==> config.mk <==
export PLATFORM = sky130hd
export DESIGN_NAME = decode_queue_flat
export DESIGN_NICKNAME = d
export VERILOG_FILES = /design/src/rtl/decode_queue_if.sv /design/src/rtl/decode_queue.sv /design/src/flat_wrapper.sv
export SDC_FILE = /design/constraint.sdc
export NUM_CORES = 1
export LEC_CHECK = 0
export BUFFER_PORTS_ARGS = -buffer_cell sky130_fd_sc_hd__buf_2
export CAP_MARGIN = 20
export CORE_MARGIN = 10
export CORE_UTILIZATION = 25
export CTS_CLUSTER_DIAMETER = 30
export DETAILED_ROUTE_END_ITERATION = 6
export GPL_TIMING_DRIVEN = 0
export SLEW_MARGIN = 30
export SYNTH_ARGS = -nofsm -noshare
export SYNTH_HDL_FRONTEND = slang
export SYNTH_SLANG_ARGS = --single-unit
export TNS_END_PERCENT = 20
==> constraint.sdc <==
create_clock -name clk -period 8.1 [get_ports clk]
set_clock_uncertainty 0.05 [all_clocks]
set_input_delay 1.215 -clock clk [delete_from_list [all_inputs] [get_ports clk]]
set_output_delay 1.215 -clock clk [all_outputs]
set_load 0.01 [all_outputs]
==> src/rtl/decode_queue_if.sv <==
// Shared decode types plus the fetch/dispatch handshake interface
// used by decode_queue (optional M extension macro: RV32M_EN).
package decode_queue_pkg;

   typedef enum logic [2:0] {
      ALU    = 3'd0,
      MUL    = 3'd1,
      DIV    = 3'd2,
      BRANCH = 3'd3,
      LOAD   = 3'd4,
      STORE  = 3'd5
   } unit_t;

   typedef enum logic [2:0] {
      BYTE   = 3'd0,
      HALF   = 3'd1,
      WORD   = 3'd2,
      BYTE_U = 3'd4,
      HALF_U = 3'd5
   } ldst_mode_t;

   typedef struct packed {
      unit_t      unit;
      ldst_mode_t rwmm;
      logic [4:0] qj;
      logic [4:0] qk;
      logic [4:0] dest;
      logic [9:0] op;
      logic [31:0] vj;
      logic [31:0] vk;
      logic [31:0] a;
      logic       a_rdy;
      logic       illegal;
   } dec_t;

endpackage

interface decode_queue_if;
   import decode_queue_pkg::*;

   logic        in_valid;
   logic        in_ready;
   logic [31:0] in_instr;
   logic [31:0] in_pc;

   logic        out_valid;
   logic        out_ready;
   unit_t       out_unit;
   ldst_mode_t  out_rwmm;
   logic [4:0]  out_Qj;
   logic [4:0]  out_Qk;
   logic [4:0]  out_Dest;
   logic [9:0]  out_Op;
   logic [31:0] out_Vj;
   logic [31:0] out_Vk;
   logic [31:0] out_A;
   logic        out_A_rdy;
   logic        out_illegal;

   modport slave (
      input  in_valid, in_instr, in_pc, out_ready,
      output in_ready, out_valid, out_unit, out_rwmm,
      output out_Qj, out_Qk, out_Dest, out_Op,
      output out_Vj, out_Vk, out_A, out_A_rdy, out_illegal
   );

   modport master (
      output in_valid, in_instr, in_pc, out_ready,
      input  in_ready, out_valid, out_unit, out_rwmm,
      input  out_Qj, out_Qk, out_Dest, out_Op,
      input  out_Vj, out_Vk, out_A, out_A_rdy, out_illegal
   );

endinterface

==> src/rtl/decode_queue.sv <==
// Buffered RV32I decode stage: raw FIFO plus registered dispatch record.
// Define RV32M_EN to decode MUL/DIV instead of flagging them illegal.
module decode_queue
   import decode_queue_pkg::*;
#(
   parameter int DEPTH = 4,
   parameter int CNT_W = $clog2(DEPTH + 1)
) (
   input  logic             clk,
   input  logic             reset,
   input  logic             flush,
   decode_queue_if.slave    q,
   output logic [CNT_W-1:0] occupancy
);

   localparam int PW = $clog2(DEPTH);

   localparam dec_t REC_RST = '{
      unit: ALU, rwmm: BYTE,
      qj: 5'd0, qk: 5'd0, dest: 5'd0, op: 10'd0,
      vj: 32'd0, vk: 32'd0, a: 32'd0,
      a_rdy: 1'b1, illegal: 1'b0
   };

   logic [31:0]    instr_mem [DEPTH];
   logic [31:0]    pc_mem [DEPTH];
   logic [PW-1:0]  wr_ptr;
   logic [PW-1:0]  rd_ptr;
   logic [CNT_W-1:0] count;
   logic           full;
   logic           empty;
   logic           push;
   logic           pop;
   logic           out_valid_q;
   dec_t           rec_q;
   dec_t           dec;

   assign full  = (count == CNT_W'(DEPTH));
   assign empty = (count == '0);
   assign q.in_ready = !full && !flush;
   assign push = q.in_valid && q.in_ready;
   assign pop  = !empty && (!out_valid_q || q.out_ready);
   assign occupancy = count;

   // Raw beat storage; contents are don't-care until pushed
   always_ff @(posedge clk) begin
      if (push) begin
         instr_mem[wr_ptr] <= q.in_instr;
         pc_mem[wr_ptr]    <= q.in_pc;
      end
   end

   // FIFO pointers and occupancy; flush squashes like reset
   always_ff @(posedge clk) begin
      if (reset || flush) begin
         wr_ptr <= '0;
         rd_ptr <= '0;
         count  <= '0;
      end else begin
         if (push) wr_ptr <= wr_ptr + PW'(1);
         if (pop)  rd_ptr <= rd_ptr + PW'(1);
         if (push && !pop)
            count <= count + CNT_W'(1);
         else if (pop && !push)
            count <= count - CNT_W'(1);
      end
   end

   logic [31:0] ins;
   logic [31:0] pc;
   logic [4:0]  rs1, rs2, rd;
   logic [2:0]  f3;
   logic [6:0]  f7;
   logic [31:0] imm_i, imm_s, imm_b, imm_u, imm_j;
   logic        legal;
   logic        is_op_imm, is_lui, is_auipc, is_op;
   logic        is_jal, is_jalr, is_br, is_ld;
   logic        is_st, is_fence, is_sys, op_base;
`ifdef RV32M_EN
   logic        op_m;
`endif

   assign ins = instr_mem[rd_ptr];
   assign pc  = pc_mem[rd_ptr];
   assign rs1 = ins[19:15];
   assign rs2 = ins[24:20];
   assign rd  = ins[11:7];
   assign f3  = ins[14:12];
   assign f7  = ins[31:25];

   assign imm_i = {{20{ins[31]}}, ins[31:20]};
   assign imm_s = {{20{ins[31]}}, ins[31:25], ins[11:7]};
   assign imm_b = {{19{ins[31]}}, ins[31], ins[7],
                   ins[30:25], ins[11:8], 1'b0};
   assign imm_u = {ins[31:12], 12'd0};
   assign imm_j = {{11{ins[31]}}, ins[31], ins[19:12],
                   ins[20], ins[30:21], 1'b0};

   assign legal     = (ins[1:0] == 2'b11);
   assign is_op_imm = legal && ins[6:2] == 5'b00100;
   assign is_lui    = legal && ins[6:2] == 5'b01101;
   assign is_auipc  = legal && ins[6:2] == 5'b00101;
   assign is_op     = legal && ins[6:2] == 5'b01100;
   assign is_jal    = legal && ins[6:2] == 5'b11011;
   assign is_jalr   = legal && ins[6:2] == 5'b11001;
   assign is_br     = legal && ins[6:2] == 5'b11000;
   assign is_ld     = legal && ins[6:2] == 5'b00000;
   assign is_st     = legal && ins[6:2] == 5'b01000;
   assign is_fence  = legal && ins[6:2] == 5'b00011;
   assign is_sys    = legal && ins[6:2] == 5'b11100;
   assign op_base   = (f7 == 7'b0000000) || (f7 == 7'b0100000);
`ifdef RV32M_EN
   assign op_m      = (f7 == 7'b0000001);
`endif

   // Decode the FIFO head into a dispatch record
   always_comb begin
      dec = REC_RST;
      unique case (1'b1)
         is_op_imm: begin
            dec.op   = {f3, (f3 == 3'b101) ? f7 : 7'd0};
            dec.qj   = rs1;
            dec.vk   = imm_i;
            dec.dest = rd;
         end
         is_lui: begin
            dec.vk   = imm_u;
            dec.dest = rd;
         end
         is_auipc: begin
            dec.vj   = pc;
            dec.vk   = imm_u;
            dec.dest = rd;
         end
         is_op && op_base: begin
            dec.op   = {f3, f7};
            dec.qj   = rs1;
            dec.qk   = rs2;
            dec.dest = rd;
         end
`ifdef RV32M_EN
         is_op && op_m: begin
            dec.unit = f3[2] ? DIV : MUL;
            dec.op   = {f3, 7'b0000001};
            dec.qj   = rs1;
            dec.qk   = rs2;
            dec.dest = rd;
         end
`endif
         is_jal: begin
            dec.unit = BRANCH;
            dec.a    = pc + imm_j;
            dec.dest = rd;
         end
         is_jalr: begin
            dec.unit  = BRANCH;
            dec.op    = {f3, 7'd0};
            dec.qj    = rs1;
            dec.qk    = rs1;
            dec.a     = imm_i;
            dec.a_rdy = 1'b0;
            dec.dest  = rd;
         end
         is_br: begin
            dec.unit = BRANCH;
            dec.op   = {f3, 7'd0};
            dec.qj   = rs1;
            dec.qk   = rs2;
            dec.a    = pc + imm_b;
         end
         is_ld: begin
            dec.unit  = LOAD;
            dec.op    = {f3, 7'd0};
            dec.qj    = rs1;
            dec.a     = imm_i;
            dec.a_rdy = 1'b0;
            dec.dest  = rd;
            dec.rwmm  = ldst_mode_t'(f3);
         end
         is_st: begin
            dec.unit  = STORE;
            dec.op    = {f3, 7'd0};
            dec.qj    = rs1;
            dec.qk    = rs2;
            dec.a     = imm_s;
            dec.a_rdy = 1'b0;
            dec.rwmm  = ldst_mode_t'(f3);
         end
         is_fence: begin
            dec.op = {f3, 7'd0};
            dec.qj = rs1;
         end
         is_sys: begin
            dec.op = {f3, 7'd0};
         end
         default: begin
            dec.illegal = 1'b1;
         end
      endcase
   end

   // Output register: load on pop, hold under backpressure
   always_ff @(posedge clk) begin
      if (reset || flush) begin
         out_valid_q <= 1'b0;
         rec_q       <= REC_RST;
      end else if (pop) begin
         out_valid_q <= 1'b1;
         rec_q       <= dec;
      end else if (q.out_ready) begin
         out_valid_q <= 1'b0;
      end
   end

   assign q.out_valid   = out_valid_q;
   assign q.out_unit    = rec_q.unit;
   assign q.out_rwmm    = rec_q.rwmm;
   assign q.out_Qj      = rec_q.qj;
   assign q.out_Qk      = rec_q.qk;
   assign q.out_Dest    = rec_q.dest;
   assign q.out_Op      = rec_q.op;
   assign q.out_Vj      = rec_q.vj;
   assign q.out_Vk      = rec_q.vk;
   assign q.out_A       = rec_q.a;
   assign q.out_A_rdy   = rec_q.a_rdy;
   assign q.out_illegal = rec_q.illegal;

endmodule

==> src/flat_wrapper.sv <==
// flat-port wrapper written by rule: the top's interface ports become plain ports
module decode_queue_flat import decode_queue_pkg::*;
#(
   parameter int DEPTH = 4,
   parameter int CNT_W = $clog2(DEPTH + 1)
)
  (clk, reset, flush, occupancy, q_in_valid, q_in_instr, q_in_pc, q_out_ready, q_in_ready, q_out_valid, q_out_unit, q_out_rwmm, q_out_Qj, q_out_Qk, q_out_Dest, q_out_Op, q_out_Vj, q_out_Vk, q_out_A, q_out_A_rdy, q_out_illegal);
  decode_queue_if q_i ();
  input  logic clk;
  input  logic reset;
  input  logic flush;
  output logic [CNT_W-1:0] occupancy;
  input wire logic [$bits(q_i.in_valid)-1:0] q_in_valid;
  input wire logic [$bits(q_i.in_instr)-1:0] q_in_instr;
  input wire logic [$bits(q_i.in_pc)-1:0] q_in_pc;
  input wire logic [$bits(q_i.out_ready)-1:0] q_out_ready;
  output wire logic [$bits(q_i.in_ready)-1:0] q_in_ready;
  output wire logic [$bits(q_i.out_valid)-1:0] q_out_valid;
  output wire logic [$bits(q_i.out_unit)-1:0] q_out_unit;
  output wire logic [$bits(q_i.out_rwmm)-1:0] q_out_rwmm;
  output wire logic [$bits(q_i.out_Qj)-1:0] q_out_Qj;
  output wire logic [$bits(q_i.out_Qk)-1:0] q_out_Qk;
  output wire logic [$bits(q_i.out_Dest)-1:0] q_out_Dest;
  output wire logic [$bits(q_i.out_Op)-1:0] q_out_Op;
  output wire logic [$bits(q_i.out_Vj)-1:0] q_out_Vj;
  output wire logic [$bits(q_i.out_Vk)-1:0] q_out_Vk;
  output wire logic [$bits(q_i.out_A)-1:0] q_out_A;
  output wire logic [$bits(q_i.out_A_rdy)-1:0] q_out_A_rdy;
  output wire logic [$bits(q_i.out_illegal)-1:0] q_out_illegal;
  assign q_i.in_valid = q_in_valid;
  assign q_i.in_instr = q_in_instr;
  assign q_i.in_pc = q_in_pc;
  assign q_i.out_ready = q_out_ready;
  assign q_in_ready = q_i.in_ready;
  assign q_out_valid = q_i.out_valid;
  assign q_out_unit = q_i.out_unit;
  assign q_out_rwmm = q_i.out_rwmm;
  assign q_out_Qj = q_i.out_Qj;
  assign q_out_Qk = q_i.out_Qk;
  assign q_out_Dest = q_i.out_Dest;
  assign q_out_Op = q_i.out_Op;
  assign q_out_Vj = q_i.out_Vj;
  assign q_out_Vk = q_i.out_Vk;
  assign q_out_A = q_i.out_A;
  assign q_out_A_rdy = q_i.out_A_rdy;
  assign q_out_illegal = q_i.out_illegal;
  decode_queue #(.DEPTH(DEPTH), .CNT_W(CNT_W)) u_core (.clk(clk), .reset(reset), .flush(flush), .q(q_i), .occupancy(occupancy));
endmodule
* Yosys cells after proc, flatten, opt, wreduce, memory -nomap -nowiden
Memory sizes are Yosys's and may differ from the RTL's. A register that Yosys moved wholly into a read port is not among the register bits.
Cells that the tools add are included.
** Storage, ports and cells
- Register bits after elaboration :: 137
- RAM bits :: 256
- Output and inout bits :: 134
- Logic and storage cells :: 100
- Memories kept :: 2
** Memories
- u_core.instr_mem :: depth 4, width 32, read ports 1, clocked after Yosys merged registers in 1, wr ports 1, RTL line decode_queue.sv:25 : logic [31:0] instr_mem [DEPTH];
- u_core.pc_mem :: depth 4, width 32, read ports 1, clocked after Yosys merged registers in 1, wr ports 1, RTL line decode_queue.sv:26 : logic [31:0] pc_mem [DEPTH];
** Operators by class
- Add/sub/neg operators :: 6
- Equality and inequality tests :: 14
- Multiplexer cells :: 22
- Reductions and logical operators :: 41
** Operators with widths (count)
- 32-bit case mux with 4 select lines :: 1
- 32-bit adder :: 2
- 32-bit case mux with 2 select lines :: 1
- 32-bit two-way mux :: 1
- 10-bit case mux with 3 select lines :: 1
- 5-bit == test (second input constant) :: 4
- 1-bit logical AND :: 17
- 5-bit by 4-bit == test with 1-bit output (second input constant) :: 3
- 7-bit OR reduction :: 2
- 11-bit OR reduction :: 1
- 5-bit by 3-bit == test with 1-bit output (second input constant) :: 2
- 5-bit two-way mux :: 2
- 5-bit case mux with 2 select lines :: 1
- 3-bit two-way mux :: 3
- 3-bit case mux with 3 select lines :: 1
- 3-bit OR reduction :: 3
- 2-bit two-way mux :: 4
- 7-bit by 6-bit == test with 1-bit output (second input constant) :: 1
- 7-bit logical NOT :: 1
- 7-bit two-way mux :: 1
- 3-bit == test (second input constant) :: 2
- 1-bit logical NOT :: 6
- 1-bit two-way mux :: 6
- 2-bit OR reduction :: 3
- other kinds (10) :: 14

* Logic depth before layout (Yosys ltp)
Gate-level depths: netlist of run 1.
- Depth after elaboration :: 8
- Gate-level depth with buffers :: 19

* Worst setup path before layout of run 1
No wires, ideal clock.
- Path type :: reg-to-reg
- From :: reg with a tool-made name
- To :: reg u_core.rec_q, in the netlist u_core.q.out_A[30]
- Library setup time :: 0.123 ns
- Data arrival time :: 4.142 ns
- Data required time :: 7.927 ns
- Slack :: 3.785 ns
- Stages on the path, launching flop included :: 18
- Buffers on the path :: 2
- Clock period less this slack :: 4.315 ns
- Cell sequence :: dfxtp_1 buf_6 mux4_2 nor2_1 nand2_1 nor3_2 buf_2 mux2_2 ha_1 a21oi_1 a211oi_1 o211ai_1 a41oi_1 a21oi_1 o31a_1 o21ai_0 xnor2_1 o21ai_0
** RTL lines
- to (signal assigned) :: RTL line decode_queue.sv:206 : rec_q <= REC_RST;
- to (signal assigned) :: RTL line decode_queue.sv:209 : rec_q <= dec;
- to (decl) :: RTL line decode_queue.sv:35 : dec_t rec_q;

==> results.toml, run 1 <==
[status]
status = "finished, final reports clean"

[floorplan]
die_w_um = 274
die_height_um = 274
core-area_sq_mm = 0.0642
die-area_sq_mm = 0.0752
ioPinCount = 203
fp-row-count = 93
initial_utilization_pct = 25.2

[grt]
antenna_found_initial = 16
grt_pass1_vias = 11400
grt_use_total_pct = 13.9
grt_max_degree = 38
overflow = 0
grt_pass1_wl_um = 76300

[power_and_ir_drop]
power_uw = 6880
p_sw_share_pct = 28.1
seqPwrFrac_pct = 32.2
irDropWorstVdd_mv = 0.160
p_switching_uw = 1940
pwr-share-clk_pct = 49.4
p_comb_share_pct = 18.4
p_per_area_mw_per_mm2 = 324
p_int_uw = 4950
p_leak_uw = 0.00763

[layout]
nets = 1574
area_growth_pct = 31.1
final_cell_mix = "edfxtp_1 (256), buf_2 (218), dfxtp_1 (139)"
stdcell_count = 2391
drive_above_1_share_pct = 29.0
fillers = 6308
layout_commonest_cell = "edfxtp_1"

[place]
gp_congestion = 0.842
dp.final_hpwl_um = 40000
place_inst = 2240
pre_cts_slack_ps = 2590
io_buffers = 202

[routing]
viasPerCell = 4.70
routed_wl_um = 53800
dr_wl_met2_um = 25600
top_layer = "met5"
drtIter0Drc = 867
wl_met3_um = 5680
drcViolationCount = 0
detail_route.wl_per_cell_um = 22.5
drtAntennaViolNets = 0
wl_met1_um = 20900
num_vias = 11200
firstDrtPassIters = 5

[sta]
final_max_slew_viol_count = 0
relSlewSlack_pct = 39.0
max_freq_mhz = 182
rsz0062_at_grt = "no"
setup_tns_ps = 0
finalHoldViolCount = 0
finalSetupViolCount = 0
fin_crit_sh_pct = 67.7
tightest_slew_ps = 909
setup_slack_ps = 2620
period_needed_ps = 5480

[synthesis]
synth_edf_count = 256
syn_nets = 1286
syn_inst = 1179
netlist_area_sq_mm = 0.0162
synth.yosys.warnings = 0
synth_ff_type = "edfxtp_1"
syn_avg_cell_area_sq_um = 13.7
ys_ff_latch = 395
yosys.cell_types.count = 66
async_reset_ff_share_pct = 0
yosysSeqAreaShare_pct = 64.8

[setup_path]
critPathLaunchType = "flop"
worstPathRequired_ps = 8510
crit_top_cell = "clkbuf_1"
end_kind = "flop"
crit_chain = "buf_2 -> buf_1 -> clkbuf_1 -> clkbuf_1 -> mux4_2 -> ha_1 -> nand2_1 -> a211oi_1 -> nor2_1 -> o21a_1 -> o31ai_1 -> a41o_1 -> a21oi_1 -> xor2_1 -> o22ai_2"
crit_slowest_cell = "clkbuf_1"
max_stage_delay_ps = 630
cp_top_family = "buffers and inverters"
arrival_ps = 5890
worstPathMaxFanout = 10
path_class = "reg2reg"
critPathBufInv = 4

[clock_network]
tritoncts = "yes"
cts_buffer_depth = 3
cts-root-buf = "clkbuf_16"
clock_sinks = 395
cts.repair.resized = 0
post_cts_buffers = 0
clk_pin_slew_ps = 50
htreeDepth = 3
insertion_delay_ps = 600
cts_hold_buf = 0
cts_buffers = 80

[flow_run]
cap_violations = 0

[hold_path]
hp-class = "reg2reg"
[synthesized netlist by cell type (5+ instances only)]
library cell / n / area (sq um)
o21ai_0: 43 / 215
nor2_1: 92 / 345
nand4_1: 5 / 31.3
xor2_1: 16 / 140
a21oi_1: 88 / 440
a21o_1: 10 / 75.1
a22o_1: 11 / 96.3
nand2_1: 88 / 330
mux2_2: 6 / 67.6
and2_1: 11 / 68.8
and3_1: 8 / 50.1
nor2b_1: 5 / 31.3
mux4_2: 62 / 1400
o21ai_1: 9 / 45.0
inv_1: 21 / 78.8
a22oi_1: 56 / 420
xnor2_1: 18 / 158
buf_2: 16 / 80.1
nor3_1: 5 / 25.0
nand3_1: 35 / 175
clkbuf_1: 42 / 158
dfxtp_1: 139 / 2780
a31oi_1: 21 / 131
edfxtp_1: 256 / 7690
ha_1: 36 / 450
[tightest hold or removal path: stages, from the launching register on]
cell	delay [ps]
dfxtp_1	300
nand2_1	50
a21oi_1	50
[path summary, 6_finish.rpt]
check	startpoint	endpoint	slack [ps]	depth (start not counted)
worst max register to register	flop	u_core.q.out_A[24]	2620	15
worst min register to register	u_core.q.out_Vk[10]	u_core.q.out_Vk[10]	400	2
worst min-delay path	u_core.q.out_Vk[10]	u_core.q.out_Vk[10]	400	2
worst max-delay path	flop	u_core.q.out_A[24]	2620	15
[cell type report]
| class | count | area [sq um] | area share [%] |
|---|---|---|---|
| clock buffers | 102 | 2190 | 10.3 |
| diodes | 3 | 7.51 | 0.0354 |
| plain buffers | 66 | 290 | 1.37 |
| repair buffers | 206 | 1110 | 5.25 |
| well taps | 855 | 1070 | 5.04 |
| clock inverters | 46 | 628 | 2.96 |
| multi-input cells | 697 | 5360 | 25.3 |
| inverters | 21 | 78.8 | 0.372 |
| flip-flops and latches | 395 | 10500 | 49.4 |
[power by group through the flow]
stage               clock network, uW  logic, uW  registers, uW
floorplan                           0        836           2250
global route                     3540       1380           2220
global placement                    0       1240           2250
detailed placement                  0       1260           2250
finish                           3400       1270           2210
CTS                              3450       1270           2210
[sequential cells by signal, summed over array words and instances, names as in the netlist, 2 cells and up, named ones only]
name and count:
u_core.q.out_A 32, u_core.q.out_unit 3, u_core.occupancy 3, u_core.q.out_Qj 5, u_core.q.out_Qk 5, u_core.rd_ptr 2, u_core.pc_mem 128, u_core.q.out_Vk 32
u_core.wr_ptr 2, u_core.q.out_Op 10, u_core.q.out_rwmm 3, u_core.instr_mem 128, u_core.q.out_Dest 5, u_core.q.out_Vj 32
[cells by family (layout without fill, tap and decap cells)]
family                   after synthesis  count (layout)  share of synthesized area [%]
flip-flops                           395             395                           64.8
adder cells (fa/ha/maj)               38              38                           3.03
other                                  0               3                              0
AND/OR/NAND/NOR                      273             273                           7.65
buffers and inverters                 87             441                           2.28
XOR/XNOR                              34              34                           1.84
multiplexers                          72              72                           9.30
AO/OA/AOI/OAI                        280             280                           11.1
[routing by layer]
layer / global-route usage [%] / up-vias
li1: - / 5121
met1: 15.7 / 5589
met2: 22.7 / 409
met3: 6.18 / 101
met4: 5.55 / 22
met5: 0 / -
[stage by stage]
step / area [sq um] / utilization [%] / hold slack, ps
6_report: 21200 / 33.0 / 396
2_1_floorplan: 16200 / - / 421
5_1_grt: 21200 / 33.0 / 423
4_1_cts: 21200 / 33.0 / 402
3_3_place_gp: 18300 / 28.4 / 383
3_5_place_dp: 18400 / 28.6 / 391
Note: power is estimated with default switching activity, not from simulation.
==> run 2: changes to the inputs <==
==> constraint.sdc (replaced) <==
create_clock -name clk -period 5.37 [get_ports clk]
set_clock_uncertainty 0.05 [all_clocks]
set_input_delay 0.8055 -clock clk [delete_from_list [all_inputs] [get_ports clk]]
set_output_delay 0.8055 -clock clk [all_outputs]
set_load 0.01 [all_outputs]
==> run 2 against run 1 <==
  * Via count decreased by 0.29%
  * Sequential power increased by 51%
  * Hold slack lost 30 ps
  * Cell count unchanged
  * Worst setup slack worse by 2300 ps
  * Core utilization is 0.053 points higher
  * Critical path type unchanged
  * Largest cell class unchanged
==> results.toml, run 2 (synthesis results as in run 1) <==
[grt]
antenna_found_initial = 16
overflow = 0
grt_pass1_vias = 11400
grt_pass1_wl_um = 76400
grt_use_total_pct = 13.9
grt_max_degree = 38

[place]
io_buffers = 202
placement.cell_area_sq_mm = 0.0184
pre_cts_slack_ps = -142
dp.final_hpwl_um = 40000
gp_congestion = 0.842
place_inst = 2240

[routing]
drtIter0Drc = 864
wl_met3_um = 5580
routed_wl_um = 53800
wl_met1_um = 21000
firstDrtPassIters = 5
drcViolationCount = 0
top_layer = "met5"
detail_route.wl_per_cell_um = 22.5
drtAntennaViolNets = 0
dr_wl_met2_um = 25700
num_vias = 11200
viasPerCell = 4.69

[sta]
relSlewSlack_pct = 36.6
tightest_slew_ps = 952
rsz0062_at_grt = "no"
period_needed_ps = 5050
whs_ps = 367
max_freq_mhz = 198
finalHoldViolCount = 0
setup_slack_ps = 319
finalSetupViolCount = 0
final_max_slew_viol_count = 0
fin_crit_sh_pct = 94.1

[setup_path]
rrSetupSlack_ps = 320
end_kind = "flop"
max_stage_delay_ps = 650
crit_slowest_cell = "mux4_2"
critPathBufInv = 3
crit_chain = "buf_6 -> mux4_2 -> nor2_2 -> nand2_1 -> nor3_4 -> clkbuf_4 -> nand2_1 -> o21ai_0 -> ha_1 -> clkbuf_1 -> nand4_1 -> or4_1 -> a21oi_1 -> a21oi_1 -> a31oi_2 -> a41oi_1 -> o211a_1 -> o31a_1"
cp_top_family = "compound AO/OA/AOI/OAI gates"
critPathLaunchType = "flop"
timing.rr.end = "u_core.q.out_A[31]"
path_class = "reg2reg"
arrival_ps = 5480
ff2ff_path_depth = 18
worstPathRequired_ps = 5790
worstPathMaxFanout = 10

[clock_network]
post_cts_buffers = 0
cts_buffers = 80
cts_buffer_depth = 3
cts_hold_buf = 0
htreeDepth = 3
tritoncts = "yes"
clock_sinks = 395
clk_pin_slew_ps = 50
insertion_delay_ps = 600
cts-root-buf = "clkbuf_16"

[floorplan]
initial_utilization_pct = 25.2
fp-row-count = 93
ioPinCount = 203
core-area_sq_mm = 0.0642
die_w_um = 274
die-area_sq_mm = 0.0752
die_height_um = 274

[power_and_ir_drop]
p_switching_uw = 2920
irDropWorstVdd_mv = 0.241
p_per_area_mw_per_mm2 = 489
seqPwrFrac_pct = 32.2
p_int_uw = 7460
p_leak_uw = 0.00764
p_sw_share_pct = 28.1
pwr-share-clk_pct = 49.3
p_comb_share_pct = 18.5

[layout]
layout_commonest_cell = "edfxtp_1"
area_growth_pct = 31.4
drive_above_1_share_pct = 29.5
nets = 1574
reg_top3 = "u_core.instr_mem (128), u_core.pc_mem (128)"
design_area_sq_mm = 0.0212
stdcell_count = 2391
final_cell_mix = "edfxtp_1 (256), buf_2 (217), dfxtp_1 (139)"

[status]
status = "finished, final reports clean"

[hold_path]
holdPathStages = 1
hp-class = "in2reg"
min_to = "u_core.instr_mem[3][14]"
hold_start = "q_in_instr[14]"

[flow_run]
cap_violations = 0
## run 2: final cells by class
type	instances	area, sq um
fillers	6306	43000
flip-flops and latches	395	10500
multi-input cells	697	5390
clock buffers	102	2190
repair buffers	206	1110
well taps	855	1070
clock inverters	46	628
plain buffers	66	297
inverters	21	78.8
diodes	3	7.51
## run 2: worst max path at each step
stage	to	depth (start not counted)
floorplan	u_core.q.out_A[30]	17
global placement	u_core.q.out_A[31]	15
detailed placement	u_core.q.out_A[31]	15
CTS	u_core.q.out_A[31]	18
global route	u_core.q.out_A[31]	18
finish	u_core.q.out_A[31]	18
## run 2: metrics by stage
| stage | power (uW) | TNS, ps | util (%) |
|---|---|---|---|
| 2_1_floorplan | 4660 | 0 | - |
| 3_3_place_gp | 5270 | -558 | 28.4 |
| 3_5_place_dp | 5300 | -346 | 28.6 |
| 4_1_cts | 10400 | 0 | 33.0 |
| 5_1_grt | 10800 | 0 | 33.1 |
| 6_report | 10400 | 0 | 33.1 |
## run 2: routing by layer
metal | GRT usage (%) | vias up
li1 | - | 5125
met1 | 15.7 | 5564
met3 | 6.18 | 103
met4 | 5.55 | 22
met2 | 22.7 | 395
met5 | 0 | -
## run 2: timing repair
item                                    4_1_cts  5_1_grt
endpoints found under the setup margin        4        9
pin swaps                                     0        1
endpoints found under the hold margin         0        0
gates resized for setup                       2        9
## run 2: power groups by stage
stage	Clock [uW]	Sequential, uW	Combinational (uW)
2_1_floorplan	0	3400	1260
3_3_place_gp	0	3400	1880
3_5_place_dp	0	3400	1900
4_1_cts	5200	3340	1910
5_1_grt	5340	3340	2090
6_report	5120	3340	1920
==> run 3: changes to the inputs <==
--- a/config.mk
+++ b/config.mk
@@ -7,7 +7,7 @@
 export LEC_CHECK = 0
 export BUFFER_PORTS_ARGS = -buffer_cell sky130_fd_sc_hd__buf_2
 export CAP_MARGIN = 20
-export CORE_MARGIN = 10
+export CORE_MARGIN = 4
 export CORE_UTILIZATION = 25
 export CTS_CLUSTER_DIAMETER = 30
 export DETAILED_ROUTE_END_ITERATION = 6
==> run 3 against run 2 <==
  * Worst setup slack worse by 76 ps
  * Via count is 1.1% higher
  * Register-to-register slack worse by 80 ps
  * Core utilization is 0.093 points lower
  * Cell count is 0.59% lower
  * Sequential power hardly changed
  * Fmax is 1.5% lower
  * Die area is 8.6% lower
  * Critical path depth is 1 lower
  * Non-clock buffer count is 4 higher
  * Critical endpoint is now u_core.q.out_A[30]
  * Largest cell class unchanged
==> results.toml, run 3 (synthesis results as in run 1) <==
[sta]
relSlewSlack_pct = 38.2
max_freq_mhz = 195
period_needed_ps = 5130
finalHoldViolCount = 0
whs_ps = 381
finalSetupViolCount = 0
rsz0062_at_grt = "no"
fin_crit_sh_pct = 95.5
tightest_slew_ps = 920
setup_tns_ps = 0
final_max_slew_viol_count = 0

[power_and_ir_drop]
p_per_area_mw_per_mm2 = 471
p_leak_uw = 0.00752
irDropWorstVdd_mv = 0.242

[flow_run]
cap_violations = 0

[clock_network]
clock_sinks = 395
clk_pin_slew_ps = 50
cts_buffers = 75
cts-root-buf = "clkbuf_16"
insertion_delay_ps = 590
cts_buffer_depth = 3
htreeDepth = 3
tritoncts = "yes"
cts_hold_buf = 0

[grt]
antenna_found_initial = 19
top_usage_layer = "met2"
grt_pass1_wl_um = 76000
grt_use_total_pct = 14.7
grt_max_degree = 38
gr-usage-met3_pct = 6.20
grt_use_met2_pct = 23.6
grtUsageMet1_pct = 17.9
overflow = 0
grt_pass1_vias = 11500

[layout]
stdcell_count = 2377
drive_above_1_share_pct = 29.1
final_cell_mix = "edfxtp_1 (256), buf_2 (218), dfxtp_1 (139)"
reg_top3 = "u_core.instr_mem (128), u_core.pc_mem (128)"
layout_commonest_cell = "edfxtp_1"
area_growth_pct = 29.6
fillers = 6274
nets = 1573

[routing]
routed_wl_um = 52400
firstDrtPassIters = 6
drtIter0Drc = 1010
viasPerCell = 4.77
num_vias = 11300
drcViolationCount = 0
drtAntennaViolNets = 0
detail_route.wl_per_cell_um = 22.1

[status]
status = "finished, final reports clean"

[setup_path]
end_kind = "flop"
cp_top_family = "compound AO/OA/AOI/OAI gates"
critPathBufInv = 2
max_stage_delay_ps = 650
critPathLaunchType = "flop"
crit_slowest_cell = "mux4_2"
path_class = "reg2reg"
arrival_ps = 5540
worstPathMaxFanout = 10
worstPathRequired_ps = 5780
crit_chain = "buf_6 -> mux4_2 -> nor2_1 -> nand2_1 -> nor3_4 -> buf_2 -> mux2_2 -> ha_1 -> a21oi_1 -> a211oi_1 -> o211ai_1 -> a41oi_1 -> a21oi_1 -> o31a_1 -> o21ai_0 -> xnor2_1 -> o21ai_0"

[hold_path]
hp-class = "in2reg"

[floorplan]
die-area_sq_mm = 0.0688
die_w_um = 262
fp-row-count = 92
initial_utilization_pct = 25.4
core-area_sq_mm = 0.0635
die_height_um = 262
ioPinCount = 203

[place]
gp_congestion = 0.863
dp.final_hpwl_um = 38500
io_buffers = 202
place_inst = 2231
run 3: cell count changes in the layout (fill, tap and decap cells not counted), moves of 4 or more:
cell and change:
bufinv_16 -6, clkbuf_1 -6, clkbuf_16 -6, buf_4 +4
clkinv_2 -4, clkinv_4 +4, diode_2 +4
run 3: layout make-up:
cell class	instances	area (sq um)	area share (%)
Inverter	21	78.8	0.376
Multi-Input combinational cell	697	5370	25.6
Buffer	66	293	1.40
Antenna cell	7	17.5	0.0836
Tap cell	846	1060	5.05
Clock buffer	87	1980	9.47
Clock inverter	48	542	2.59
Timing Repair Buffer	210	1140	5.42
Sequential cell	395	10500	50.0
run 3: worst paths after layout:
path	endpoint	slack, ps	start	depth (start not counted)
hold / removal	u_core.instr_mem[2][30]	380	q_in_instr[30]	1
setup reg to reg	u_core.q.out_A[30]	240	flop	17
setup / recovery	u_core.q.out_A[30]	240	flop	17
hold reg to reg	u_core.q.out_A[0]	400	u_core.q.out_A[0]	2
run 3: per-stage QoR:
step	setup slack (ps)	util, %	instance area [sq um]	total power, uW
floorplan	1050	-	16200	4660
global placement	-76.9	28.7	18200	5250
detailed placement	-114	28.9	18400	5280
CTS	58.8	32.9	20900	9920
global route	3.87	32.9	20900	10300
finish	243	33.0	21000	9870
run 3: worst register-to-register path: stages, from the launching register on:
cell and delay, ps:
dfxtp_1 320, buf_6 190, mux4_2 660, nor2_1 250, nand2_1 190, nor3_4 290
buf_2 250, mux2_2 380, ha_1 330, a21oi_1 90, a211oi_1 360, o211ai_1 200
a41oi_1 370, a21oi_1 210, o31a_1 340, o21ai_0 250, xnor2_1 180, o21ai_0 100
run 3: power breakdown:
group	internal [uW]	switching [uW]
clock network	3020	1600
logic	641	1270
registers	3310	30.4
run 3: layer usage:
layer  part of all wire [%]  wire (um)
met1                     39      20500
met2                     47      24600
met3                     11       5670
met4                    3.1       1610
met5                   0.21        111
run 3: what timing repair did:
item | CTS | global route
setup endpoints to repair | 6 | 9
gates resized for setup | 2 | 3
pin swaps | 0 | 1
buffers inserted | 0 | 4
